**src/rtl/cache_pkg.sv**
```systemverilog
// Shared types and geometry helpers for the cache miss/fill controller.
// Block geometry is derived from word width and words-per-block.
package cache_pkg;

    typedef enum logic [1:0] {
        ST_IDLE = 2'd0,
        ST_WB   = 2'd1,
        ST_FILL = 2'd2,
        ST_TAG  = 2'd3
    } fill_state_t;

    function automatic int unsigned bytes_per_word(input int unsigned data_w);
        return data_w / 32'd8;
    endfunction

    function automatic int unsigned block_offset_bits(input int unsigned data_w,
                                                      input int unsigned words);
        return $clog2(words * (data_w / 32'd8));
    endfunction

    localparam int unsigned DEF_DATA_W   = 32'd16;
    localparam int unsigned DEF_WORDS    = 32'd8;
    localparam int unsigned BPW          = bytes_per_word(DEF_DATA_W);
    localparam int unsigned OFF_BITS     = block_offset_bits(DEF_DATA_W, DEF_WORDS);

endpackage

```
**src/rtl/block_word_counter.sv**
```systemverilog
// Word index counter for one block transfer: clears to 0, steps on enable,
// wraps after the last word and flags the last word combinationally.
module block_word_counter #(
    parameter int unsigned WORDS = 8
) (
    input  logic                       clk,
    input  logic                       rst_n,
    input  logic                       clear,
    input  logic                       enable,
    output logic [$clog2(WORDS)-1:0]   count,
    output logic                       terminal
);

    localparam int unsigned   CW   = $clog2(WORDS);
    localparam logic [CW-1:0] LAST = CW'(WORDS - 32'd1);
    localparam logic [CW-1:0] ONE  = CW'(32'd1);

    logic [CW-1:0] count_r;

    // Word index register; clear has priority over stepping.
    always_ff @(posedge clk or negedge rst_n) begin
        if (!rst_n) begin
            count_r <= {CW{1'b0}};
        end else if (clear) begin
            count_r <= {CW{1'b0}};
        end else if (enable) begin
            count_r <= count_r + ONE;
        end else begin
            count_r <= count_r;
        end
    end

    assign count    = count_r;
    assign terminal = (count_r == LAST);

endmodule

```
**src/rtl/cache_fill_ctrl.sv**
```systemverilog
// Cache miss controller: optional dirty-victim write-back, block-aligned
// fill counted by returned beats (latency independent), then tag write.
module cache_fill_ctrl
    import cache_pkg::*;
#(
    parameter int unsigned DATA_W = DEF_DATA_W,
    parameter int unsigned ADDR_W = 16,
    parameter int unsigned WORDS  = DEF_WORDS
) (
    input  logic                       clk,
    input  logic                       rst_n,
    input  logic                       miss_detected,
    input  logic [ADDR_W-1:0]          miss_address,
    input  logic                       victim_dirty,
    input  logic [ADDR_W-1:0]          victim_address,
    input  logic [DATA_W-1:0]          cache_rd_data,
    input  logic [DATA_W-1:0]          memory_data,
    input  logic                       memory_data_valid,
    output logic                       fsm_busy,
    output logic [$clog2(WORDS)-1:0]   word_sel,
    output logic                       write_data_array,
    output logic [DATA_W-1:0]          fill_data,
    output logic                       write_tag_array,
    output logic [ADDR_W-1:0]          memory_address,
    output logic                       mem_rd_en,
    output logic                       mem_wr_en,
    output logic [DATA_W-1:0]          mem_wr_data
);

    localparam int unsigned       SEL_W         = $clog2(WORDS);
    localparam int unsigned       WORD_SHIFT    = $clog2(bytes_per_word(DATA_W));
    localparam int unsigned       BLK_OFF_BITS  = block_offset_bits(DATA_W, WORDS);
    localparam logic [ADDR_W-1:0] BASE_MASK     = {ADDR_W{1'b1}} << BLK_OFF_BITS;

    fill_state_t         state_r;
    fill_state_t         state_s;
    logic [ADDR_W-1:0]   miss_base_r;
    logic [ADDR_W-1:0]   victim_base_r;
    logic                iss_done_r;

    logic                cnt_clear_s;
    logic                wb_en_s;
    logic                iss_en_s;
    logic                rcv_en_s;
    logic [SEL_W-1:0]    wb_cnt_s;
    logic [SEL_W-1:0]    iss_cnt_s;
    logic [SEL_W-1:0]    rcv_cnt_s;
    logic                wb_last_s;
    logic                iss_last_s;
    logic                rcv_last_s;

    // Byte address of word k of a block; wraps modulo 2^ADDR_W.
    function automatic logic [ADDR_W-1:0] word_addr(input logic [ADDR_W-1:0] base,
                                                    input logic [SEL_W-1:0]  k);
        return base + (ADDR_W'(k) << WORD_SHIFT);
    endfunction

    block_word_counter #(.WORDS(WORDS)) u_wb_cnt (
        .clk      (clk),
        .rst_n    (rst_n),
        .clear    (cnt_clear_s),
        .enable   (wb_en_s),
        .count    (wb_cnt_s),
        .terminal (wb_last_s)
    );

    block_word_counter #(.WORDS(WORDS)) u_iss_cnt (
        .clk      (clk),
        .rst_n    (rst_n),
        .clear    (cnt_clear_s),
        .enable   (iss_en_s),
        .count    (iss_cnt_s),
        .terminal (iss_last_s)
    );

    block_word_counter #(.WORDS(WORDS)) u_rcv_cnt (
        .clk      (clk),
        .rst_n    (rst_n),
        .clear    (cnt_clear_s),
        .enable   (rcv_en_s),
        .count    (rcv_cnt_s),
        .terminal (rcv_last_s)
    );

    // State register.
    always_ff @(posedge clk or negedge rst_n) begin
        if (!rst_n) begin
            state_r <= ST_IDLE;
        end else begin
            state_r <= state_s;
        end
    end

    // Capture both block bases when a miss is accepted.
    always_ff @(posedge clk or negedge rst_n) begin
        if (!rst_n) begin
            miss_base_r   <= {ADDR_W{1'b0}};
            victim_base_r <= {ADDR_W{1'b0}};
        end else if ((state_r == ST_IDLE) && miss_detected) begin
            miss_base_r   <= miss_address & BASE_MASK;
            victim_base_r <= victim_address & BASE_MASK;
        end else begin
            miss_base_r   <= miss_base_r;
            victim_base_r <= victim_base_r;
        end
    end

    // The issue counter wraps after its last word, so remember that all were issued.
    always_ff @(posedge clk or negedge rst_n) begin
        if (!rst_n) begin
            iss_done_r <= 1'b0;
        end else if (cnt_clear_s) begin
            iss_done_r <= 1'b0;
        end else if (iss_en_s && iss_last_s) begin
            iss_done_r <= 1'b1;
        end else begin
            iss_done_r <= iss_done_r;
        end
    end

    // Next-state and per-cycle control decode.
    always_comb begin
        state_s          = state_r;
        cnt_clear_s      = 1'b0;
        wb_en_s          = 1'b0;
        iss_en_s         = 1'b0;
        rcv_en_s         = 1'b0;
        word_sel         = {SEL_W{1'b0}};
        write_data_array = 1'b0;
        write_tag_array  = 1'b0;
        memory_address   = {ADDR_W{1'b0}};
        mem_rd_en        = 1'b0;
        mem_wr_en        = 1'b0;

        case (state_r)
            ST_IDLE: begin
                if (miss_detected) begin
                    cnt_clear_s = 1'b1;
                    state_s     = victim_dirty ? ST_WB : ST_FILL;
                end else begin
                    state_s     = ST_IDLE;
                end
            end
            ST_WB: begin
                mem_wr_en      = 1'b1;
                word_sel       = wb_cnt_s;
                memory_address = word_addr(victim_base_r, wb_cnt_s);
                wb_en_s        = 1'b1;
                if (wb_last_s) begin
                    state_s = ST_FILL;
                end else begin
                    state_s = ST_WB;
                end
            end
            ST_FILL: begin
                // Issue and receive are independent; both may act in one cycle.
                if (!iss_done_r) begin
                    mem_rd_en      = 1'b1;
                    memory_address = word_addr(miss_base_r, iss_cnt_s);
                    iss_en_s       = 1'b1;
                end else begin
                    mem_rd_en      = 1'b0;
                end
                if (memory_data_valid) begin
                    write_data_array = 1'b1;
                    word_sel         = rcv_cnt_s;
                    rcv_en_s         = 1'b1;
                    if (rcv_last_s) begin
                        state_s = ST_TAG;
                    end else begin
                        state_s = ST_FILL;
                    end
                end else begin
                    state_s = ST_FILL;
                end
            end
            ST_TAG: begin
                write_tag_array = 1'b1;
                state_s         = ST_IDLE;
            end
            default: begin
                state_s = ST_IDLE;
            end
        endcase
    end

    assign fsm_busy    = (state_r != ST_IDLE) | miss_detected;
    assign fill_data   = memory_data;
    assign mem_wr_data = cache_rd_data;

endmodule

```
**config.mk**
```make
export PLATFORM = sky130hd
export DESIGN_NAME = cache_fill_ctrl
export DESIGN_NICKNAME = d
export VERILOG_FILES = /design/src/rtl/cache_pkg.sv /design/src/rtl/block_word_counter.sv /design/src/rtl/cache_fill_ctrl.sv
export SDC_FILE = /design/constraint.sdc
export NUM_CORES = 1
export LEC_CHECK = 0
export BUFFER_PORTS_ARGS = -buffer_cell sky130_fd_sc_hd__buf_2
export CAP_MARGIN = 0
export CORE_MARGIN = 3
export CORE_UTILIZATION = 44
export DETAILED_ROUTE_END_ITERATION = 16
export PLACE_DENSITY = 0.82
export SLEW_MARGIN = 20
export SYNTH_ARGS = -nofsm -noshare
export SYNTH_HDL_FRONTEND = slang
export SYNTH_SLANG_ARGS = --single-unit
```
**constraint.sdc**
```tcl
create_clock -name clk -period 1.8 [get_ports clk]
set_clock_uncertainty 0.15 [all_clocks]
set_input_delay 0.09 -clock clk [delete_from_list [all_inputs] [get_ports clk]]
set_output_delay 0.09 -clock clk [all_outputs]
set_load 0.1 [all_outputs]
```
==> results.py <==
metrics = {
    "power": {
        "peakVddDrop_uv": 1350,
        "leakagePower_nw": 1.56,
        "p_sw_mw": 3.24,
        "power.share.clock": 0.088,
        "sw_frac_of_total": 0.460,
        "p_per_area_nw_per_um2": 2070,
        "pwr-share-seq": 0.210,
        "p_int_mw": 3.80,
        "comb_power_share": 0.702,
        "p_total_mw": 7.04,
    },
    "timing": {
        "rsz0062_at_grt": "true",
        "finalSetupViolCount": 18,
        "slew_violations": 0,
        "period_share": 1.07,
        "setup_slack_ps": -129,
        "hold_viol": 0,
        "clock.fmax_ghz": 0.518,
        "max_slew_margin": 0.462,
        "worst_pin_slew_ps": 807,
        "min_period_ps": 1930,
    },
    "detailed_routing": {
        "drt_wl_total_um": 5220,
        "via_count": 1535,
        "drtAntennaViolNets": 0,
        "wl_per_cell_um": 16.5,
        "drcViolationCount": 0,
        "drt-pass1-iter-count": 4,
        "drt_iter0_drc": 44,
        "viasPerCell": 4.84,
    },
    "die": {
        "initial_core_util": 0.461,
        "num_rows": 25,
        "die_x_um": 76.6,
        "core_um2": 4750,
        "die_y_um": 76.6,
        "io-pin-count": 125,
        "dieArea_um2": 5870,
    },
    "final_layout": {
        "layout.nets": 329,
        "drive_gt1_frac": 0.592,
        "postLayoutCellArea_um2": 3400,
        "layout_commonest_cell": "dfrtp_1",
        "final_cell_mix": "dfrtp_1 (35), buf_2 (30), dlygate4sd3_1 (28), buf_12 (26), mux2_4 (19)",
        "fillers": 313,
        "n_antenna_cell": 0,
        "syn2layout_area_growth_pct": 55.1,
    },
    "setup_path": {
        "critPathLaunchType": "flop",
        "critPathKind": "flop to output port",
        "critPathArrivalTime_ps": 1690,
        "regToRegStartpoint": "state_r[0]",
        "path_max_fanout": 8,
        "reg2reg_to": "victim_base_r[15]",
        "rr_worst_depth": 6,
        "r2r_slack_ps": 80,
        "end_kind": "output port",
        "worstPathRequired_ps": 1560,
    },
    "clocking": {
        "cts_tree": "built",
        "path_clk_slew_ps": 80,
        "cts-root-buf": "clkbuf_8",
        "clkLatencyLatePin_ps": 300,
        "h-tree-depth": 2,
        "cts.path.max_buffers": 2,
        "numCtsBuffers": 5,
        "cts_sinks": 36,
    },
    "placed_design": {
        "placed_area_um2": 2850,
        "dp_hpwl_um": 3330,
        "gp_congestion": 0.707,
        "port-buffer-count": 51,
    },
    "logic_synthesis": {
        "synthArstFlopShare": 1.00,
        "yosysSeqAreaShare": 0.411,
        "ys_ff_latch": 36,
        "synthFlopType": "dfrtp_1",
        "synth_area_um2": 2190,
        "yosysUniqueCellTypes": 28,
        "ys_warn_count": 0,
        "syn_nets": 267,
        "syn-instance-count": 187,
        "synth_edf_count": 0,
        "synth_area_per_cell_um2": 11.7,
    },
    "min_path": {
        "min_to": "fill_data[6]",
        "hold_path_class": "input port to output port",
        "hold_path_depth": 0,
        "min_from": "memory_data[6]",
    },
    "global_route": {
        "grt_pass1_wl_um": 8850,
        "grt_max_degree": 37,
        "grt_usage": 0.195,
        "grt_pass1_vias": 1743,
        "antenna_found_initial": 0,
        "grt.overflow.total": 0,
    },
    "status": {
        "violations": "negative setup slack",
        "status": "complete, but fails checks",
    },
    "job": {
        "cap_violations": 0,
    },
}
-- sequential cells by signal, summed over array words and instances (netlist names) --
signal / flops
victim_base_r: 12
iss_done_r: 1
u_iss_cnt.count: 3
u_wb_cnt.count: 3
u_rcv_cnt.count: 3
miss_base_r: 12
state_r: 2
-- through the flow --
stage	utilization	hold WS, ps	TNS [ps]	setup slack (ps)	std cells
after floorplan	-	-356	-2770	-189	187
after global routing	0.715	30.1	-3060	-196	317
after CTS	0.711	30.7	-2080	-143	315
final	0.715	30.0	-1850	-129	317
after detailed placement	0.600	30.7	0	86.7	273
after global placement	0.600	30.7	0	128	273
-- worst max path at each step --
stage          depth (start not counted)                end  startpoint
2_1_floorplan                          7  memory_address[1]  state_r[0]
3_3_place_gp                           5   victim_base_r[4]  state_r[1]
3_5_place_dp                           5  victim_base_r[15]  state_r[1]
4_1_cts                                6  memory_address[1]  state_r[0]
5_1_grt                                6  memory_address[1]  state_r[0]
6_report                               6  memory_address[1]  state_r[0]
-- critical path: stages (launching register included) --
cell and delay, ps:
dfrtp_1 370, inv_2 60, buf_4 140, ha_4 290, buf_6 130, a21boi_4 200, buf_12 190
-- synthesized netlist by cell type (2+ instances only) --
library cell  number  area [um^2]
nand2_1           10         37.5
mux2_2             5         56.3
buf_6              3         33.8
inv_1              3         11.3
ha_1              11          138
buf_12             2         40.0
mux2_4            19          285
xnor2_1            3         26.3
buf_2              2         10.0
a22oi_1           12         90.1
clkbuf_1           2         7.51
a21oi_1            3         15.0
nor2b_1           12         75.1
nor2_1            10         37.5
a21boi_0           5         37.5
mux2i_1            6         60.1
buf_4             33          248
dfrtp_1           36          901
-- cells by family (layout without fill, tap and decap cells) --
logic type,count (synthesis),in the layout,share of synthesized area
buffers and inverters,46,109,0.167
and+or+nand+nor,37,37,0.0879
DFF,36,36,0.411
muxes,30,30,0.183
AOI/OAI and AO/OA,23,23,0.0748
adders and majority gates,11,11,0.0628
xor gates and xnor gates,3,3,0.0120
other,1,1,0.00171
-- power groups by stage --
stage                     logic (mW)  clock network, mW  registers [mW]
final                           4.94              0.620            1.47
after global routing            5.14              0.677            1.52
after CTS                       4.91              0.630            1.47
after detailed placement        4.47                  0            1.43
after global placement          4.39                  0            1.40
after floorplan                 3.70                  0            1.37
-- metal layers --
| layer | vias up | part of all wire | GRT usage | wire length [um] |
|---|---|---|---|---|
| li1 | 716 | - | - | - |
| met1 | 759 | 0.40 | 0.221 | 2070 |
| met2 | 48 | 0.53 | 0.337 | 2770 |
| met3 | 12 | 0.044 | 0.0426 | 228 |
| met4 | 0 | 0.028 | 0.109 | 148 |
| met5 | - | 0 | 0 | 0 |
-- final cells by class --
class,count,area [um^2],share of cell area
clock buffer,7,86.3,0.0254
clock inverter,1,7.51,0.00221
inverter,3,11.3,0.00331
multi-input combinational,105,1230,0.361
sequential,36,902,0.265
tap,67,83.8,0.0247
timing repair buffer,98,1080,0.318
-- repair_timing --
| item | 4_1_cts | 5_1_grt |
|---|---|---|
| hold buffers | 28 | 0 |
| cloned | 1 | 0 |
| pin swaps | 1 | 0 |
| resized for setup | 20 | 2 |
| setup endpoints to repair | 19 | 19 |
| setup buffers | 5 | 2 |
| hold endpoints to repair | 62 | 0 |
(Power assumes the default switching activity.)
